[src/rtl/axis_slave_fifo.sv]
// AXI4-Stream slave with a DEPTH-entry first-word-fall-through FIFO.
// Carries keep/last/user with each beat, discards null beats, and reports level and packet count.
module axis_slave_fifo #(
    parameter int unsigned TDATA_WIDTH = 512,
    parameter int unsigned TUSER_WIDTH = 8,
    parameter int unsigned DEPTH       = 8,
    parameter int unsigned AFULL_LEVEL = DEPTH - 2
) (
    input  logic                       aclk,
    input  logic                       aresetn,
    input  logic                       tvalid,
    input  logic [TDATA_WIDTH-1:0]     tdata,
    input  logic [TDATA_WIDTH/8-1:0]   tkeep,
    input  logic                       tlast,
    input  logic [TUSER_WIDTH-1:0]     tuser,
    output logic                       tready,
    output logic                       out_valid,
    output logic [TDATA_WIDTH-1:0]     out_data,
    output logic [TDATA_WIDTH/8-1:0]   out_keep,
    output logic                       out_last,
    output logic [TUSER_WIDTH-1:0]     out_user,
    input  logic                       out_ready,
    output logic [$clog2(DEPTH):0]     level,
    output logic [$clog2(DEPTH):0]     pkt_count,
    output logic                       almost_full,
    output logic                       null_drop
);

    localparam int unsigned KW = TDATA_WIDTH / 8;
    localparam int unsigned AW = $clog2(DEPTH);
    localparam int unsigned LW = AW + 1;
    localparam int unsigned EW = TDATA_WIDTH + KW + 1 + TUSER_WIDTH;

    logic [EW-1:0] mem [DEPTH];

    logic [AW-1:0] wr_ptr;
    logic [AW-1:0] rd_ptr;
    logic [LW-1:0] level_q;
    logic [LW-1:0] pkt_q;
    logic          full_q;
    logic          nonempty_q;
    logic          afull_q;
    logic          null_q;

    logic          push_c;
    logic          is_null_c;
    logic          store_c;
    logic          pop_c;
    logic [EW-1:0] head_c;
    logic [LW-1:0] level_nxt_c;
    logic [LW-1:0] pkt_nxt_c;

    // Handshake decode; tready depends only on aresetn and registered fill state.
    assign tready      = aresetn & ~full_q;
    assign out_valid   = aresetn & nonempty_q;
    assign almost_full = aresetn & afull_q;
    assign level       = level_q;
    assign pkt_count   = pkt_q;
    assign null_drop   = null_q;

    assign push_c    = tvalid & tready;
    assign is_null_c = (tkeep == '0) & ~tlast;
    assign store_c   = push_c & ~is_null_c;
    assign pop_c     = out_valid & out_ready;

    assign head_c   = mem[rd_ptr];
    assign out_data = head_c[EW-1 -: TDATA_WIDTH];
    assign out_keep = head_c[TUSER_WIDTH+1 +: KW];
    assign out_last = head_c[TUSER_WIDTH];
    assign out_user = head_c[TUSER_WIDTH-1:0];

    // Next fill level and stored-packet count; simultaneous in/out events cancel.
    always_comb begin
        level_nxt_c = level_q;
        pkt_nxt_c   = pkt_q;
        case ({store_c, pop_c})
            2'b10:   level_nxt_c = level_q + LW'(1);
            2'b01:   level_nxt_c = level_q - LW'(1);
            default: level_nxt_c = level_q;
        endcase
        case ({store_c & tlast, pop_c & out_last})
            2'b10:   pkt_nxt_c = pkt_q + LW'(1);
            2'b01:   pkt_nxt_c = pkt_q - LW'(1);
            default: pkt_nxt_c = pkt_q;
        endcase
    end

    always_ff @(posedge aclk) begin
        if (!aresetn) begin
            wr_ptr     <= '0;
            rd_ptr     <= '0;
            level_q    <= '0;
            pkt_q      <= '0;
            full_q     <= 1'b0;
            nonempty_q <= 1'b0;
            afull_q    <= 1'b0;
            null_q     <= 1'b0;
        end else begin
            if (store_c) begin
                wr_ptr <= wr_ptr + AW'(1);
            end
            if (pop_c) begin
                rd_ptr <= rd_ptr + AW'(1);
            end
            level_q    <= level_nxt_c;
            pkt_q      <= pkt_nxt_c;
            full_q     <= (level_nxt_c == LW'(DEPTH));
            nonempty_q <= (level_nxt_c != '0);
            afull_q    <= (level_nxt_c >= LW'(AFULL_LEVEL));
            null_q     <= push_c & is_null_c;
        end
    end

    // Storage array is intentionally not reset.
    always_ff @(posedge aclk) begin
        if (store_c) begin
            mem[wr_ptr] <= {tdata, tkeep, tlast, tuser};
        end
    end

endmodule

[config.mk]
export PLATFORM = sky130hd
export DESIGN_NAME = axis_slave_fifo
export DESIGN_NICKNAME = d
export VERILOG_FILES = /design/src/rtl/axis_slave_fifo.sv
export SDC_FILE = /design/constraint.sdc
export NUM_CORES = 2
export LEC_CHECK = 0
export BUFFER_PORTS_ARGS = -buffer_cell sky130_fd_sc_hd__clkbuf_2
export CAP_MARGIN = 15
export CORE_ASPECT_RATIO = 1.25
export CORE_UTILIZATION = 54
export CTS_CLUSTER_SIZE = 8
export DETAILED_ROUTE_END_ITERATION = 7
export PLACE_DENSITY = 0.75
export SETUP_SLACK_MARGIN = 0.15
export SLEW_MARGIN = 20
export SYNTH_ARGS = -nofsm -noshare
export SYNTH_HDL_FRONTEND = slang
export SYNTH_MEMORY_MAX_BITS = 65536
export SYNTH_SLANG_ARGS = --single-unit
[constraint.sdc]
create_clock -name aclk -period 71 [get_ports aclk]
set_clock_uncertainty 0.1 [all_clocks]
set_input_delay 7.1 -clock aclk [delete_from_list [all_inputs] [get_ports aclk]]
set_output_delay 7.1 -clock aclk [all_outputs]
set_load 0.01 [all_outputs]
==> key figures <==
Route
  • Detailed Route WL: a little over 400000 um
  • Iteration-0 DRC count of the detailed router: 8545
  • Vias: just over 80000
  • Via-per-instance ratio: about 6.3
  • Avg WL per Cell: between 30 and 40 um
  • Detail Route Antenna Nets: 0
  • Drt first pass iters: 5
  • Drt drc: 0

Layout
  • Final cell area excluding filler cells: 206000 um^2
  • Final #Nets: around 9000
  • Layout cells sized above 1: between 40% and 50%
  • Synthesis-to-finish area growth: 16.5%
  • Fin cells: between 10000 and 15000
  • Fill count: approximately 20000

Logic synthesis
  • Syn Nets: 7515
  • Top-area cell type share of the netlist area: roughly four fifths
  • Mapped Cells: between 6000 and 7000
  • Average size of a mapped cell: 25.5 um^2
  • Yosys warnings: 0
  • Yosys top cell by area: edfxtp_1
  • Flops & latches, synth: 4701
  • Async SR Flop Fraction: 0%
  • Ys flop type: edfxtp_1
  • Commonest cells post-synth: edfxtp_1 (4680), mux4_2 (1170), mux2_2 (585)
  • Most common cell in the synthesized netlist: edfxtp_1
  • Sequential area share after synthesis: roughly 80%
  • Ranking of synthesized cells by area: edfxtp_1 (80%), mux4_2 (15%), mux2_2 (3.7%)
  • Yosys cell types: 38
  • Post-synth EDFFs: roughly 4700
  • Post-Syn Area: 176000 um^2

Placed design
  • PortBufs: 1185
  • GP Congestion: ~0.8
  • Inst Count DP: between 10000 and 15000
  • DPL Wire Length: about 230000 um
  • Area after DPL: ~190000 um^2

Hold path
  • Hold Crit Depth: 2
  • Hold Crit Class: flop to flop

Clock tree
  • Hold buffers post-CTS: 0
  • Clock root buffer: clkbuf_16
  • H-tree depth: 6
  • CTS resizes: 0
  • Clock-pin slew on the worst setup and hold paths: around 0.040 ns
  • CTS tree: built
  • Post-CTS Setup Repair Bufs: 0
  • Clock sink count: approximately 4700
  • Clk buf depth: 4
  • Clk Latency, worst-skew pair: about 1.0 ns
  • CTS Buf Count: about 660

Worst setup path
  • Worst-path maximum fanout: 164
  • Slowest CP cell: dfxtp_4
  • R2r worst-path depth: 9
  • Element type at the critical path end: primary output
  • Max stage delay on crit path: 1.06 ns
  • CP Cell Sequence: buf_4 > buf_4 > buf_4 > buf_4 > buf_4 > buf_4 > buf_12 > mux4_2 > mux2_2 > clkbuf_2
  • Crit path kind: flop to primary output
  • Worst path buffer plus inverter count: 8
  • Worst Setup Start Kind: flop
  • Cell repeated most along the worst path: buf_4
  • WP data required: ~64 ns
  • Crit path depth: 10
  • Critical path's top delay family: buffers and inverters
  • Arr. time, crit path: around 9.4 ns

STA
  • Pins Over Slew Limit: 0
  • Final hold viol count: 0
  • Actual slew at the worst max-slew pin: roughly 1.2 ns
  • Tcrit/Tclk final: between 20% and 30%
  • Post-layout minimum cycle time: ~17 ns
  • Rel. slew slack: 20.5%
  • Final setup viols: 0
  • Max Clock Freq: roughly 0.06 GHz
  • Setup tns final: 0 ns
  • RSZ-0062 raised after global routing: false

Power
  • P_leak: between 60 and 70 nW
  • Pwr dens: just over 30 nW/um^2
  • Maximum vdd drop: approximately 0.034 mV
  • Tot Pwr: 6.22 mW

Global route
  • Vias in the first global route: 85600
  • Met3 GRT Util: 7.96%
  • Largest net degree at the start of global routing: ~170
  • Met2 Use GR: between 40% and 50%
  • GRT Total Usage: 24.8%
  • Initial antenna violation count: about 150
  • Gr ovfl total: 0
  • GR peak layer: met2
  • First-pass GRT wire length: approximately 590000 um
  • Grt met1 use: 30.5%

Run
  • MaxCap Viol Count: 0

Floorplan
  • Std cell rows: ~230
  • Die Wd: around 510 um
  • Die H: 641 um
  • Starting Density: a little over half
  • I/O pin total: 1186
  • Core Area: about 320000 um^2
  • Die Area: 329000 um^2

Run status
  • Status: completed
## kinds of logic (layout without fill, tap and decap cells)
| kind of cell | after synthesis | in the layout | share of synthesized area, % |
|---|---|---|---|
| xor gates and xnor gates | 8 | 8 | 0.0397 |
| adders and majority gates | 10 | 10 | 0.0795 |
| muxes | 1757 | 1757 | 18.7 |
| other | 0 | 121 | 0 |
| DFF | 4701 | 4701 | 79.9 |
| buffers and inverters | 344 | 2073 | 0.982 |
| AOI/OAI and AO/OA | 21 | 21 | 0.0759 |
| and+or+nand+nor | 75 | 75 | 0.225 |
## state kept, by name (all words and copies together) (netlist names), named ones only
name	flops
level	4
null_drop	1
pkt_count	4
afull_q	1
full_q	1
wr_ptr	3
rd_ptr	3
nonempty_q	1
mem	4680
## layer usage
layer,vias to the layer above,wire length (um),share of wire (%)
met5,-,646,0.16
met3,928,43400,11
li1,33100,-,-
met1,43200,144000,35
met2,4133,205000,50
met4,102,20000,4.8
## stage by stage
step                      util (%)  hold slack, ns  setup WS [ns]
after floorplan                  -           0.363          0.578
after global placement        57.6           0.369          55.55
after detailed placement      57.6           0.376          55.42
after CTS                     63.1           0.383          54.30
after global routing          63.2           0.431          54.00
final                         63.2           0.383          54.39
## power by group
part,switching [mW],internal [mW],leakage (nW)
sequential,0.0137,3.11,42.4
clock,1.11,1.66,8.72
combinational,0.191,0.136,14.0
## cells in the final DEF, fill, tap and decap left out, types with 18 or more instances in the layout
master	n
clkbuf_1	25
clkbuf_2	1185
clkinv_16	28
edfxtp_1	4680
buf_12	19
diode_2	121
clkbuf_16	664
dfxtp_1	18
buf_4	112
mux4_2	1170
mux2_2	585
## tightest hold or removal path: stages (launching register included)
cell and delay [ns]:
dfxtp_1 0.31, nand2_1 0.05, o21ai_0 0.07
## path summary, 6_finish.rpt
kind	startpoint	endpoint	slack, ns
worst max-delay path	flop	out_data[458]	54.39
worst min-delay path	rd_ptr[1]	flop	0.38
worst max register to register	full_q	mem[6][356]	64.06
worst min register to register	rd_ptr[1]	flop	0.38
## layout make-up
type / count / area (um^2) / share of cell area [%]
flip-flops and latches: 4701 / 141000 / 68.6
multi-input cells: 1871 / 33800 / 16.4
clock buffers: 689 / 16700 / 8.13
repair buffers: 1318 / 7190 / 3.50
well taps: 4248 / 5320 / 2.59
clock inverters: 57 / 1260 / 0.612
diodes: 121 / 303 / 0.147
inverters: 9 / 33.8 / 0.0164
Note: power is estimated with default switching activity, not from simulation.
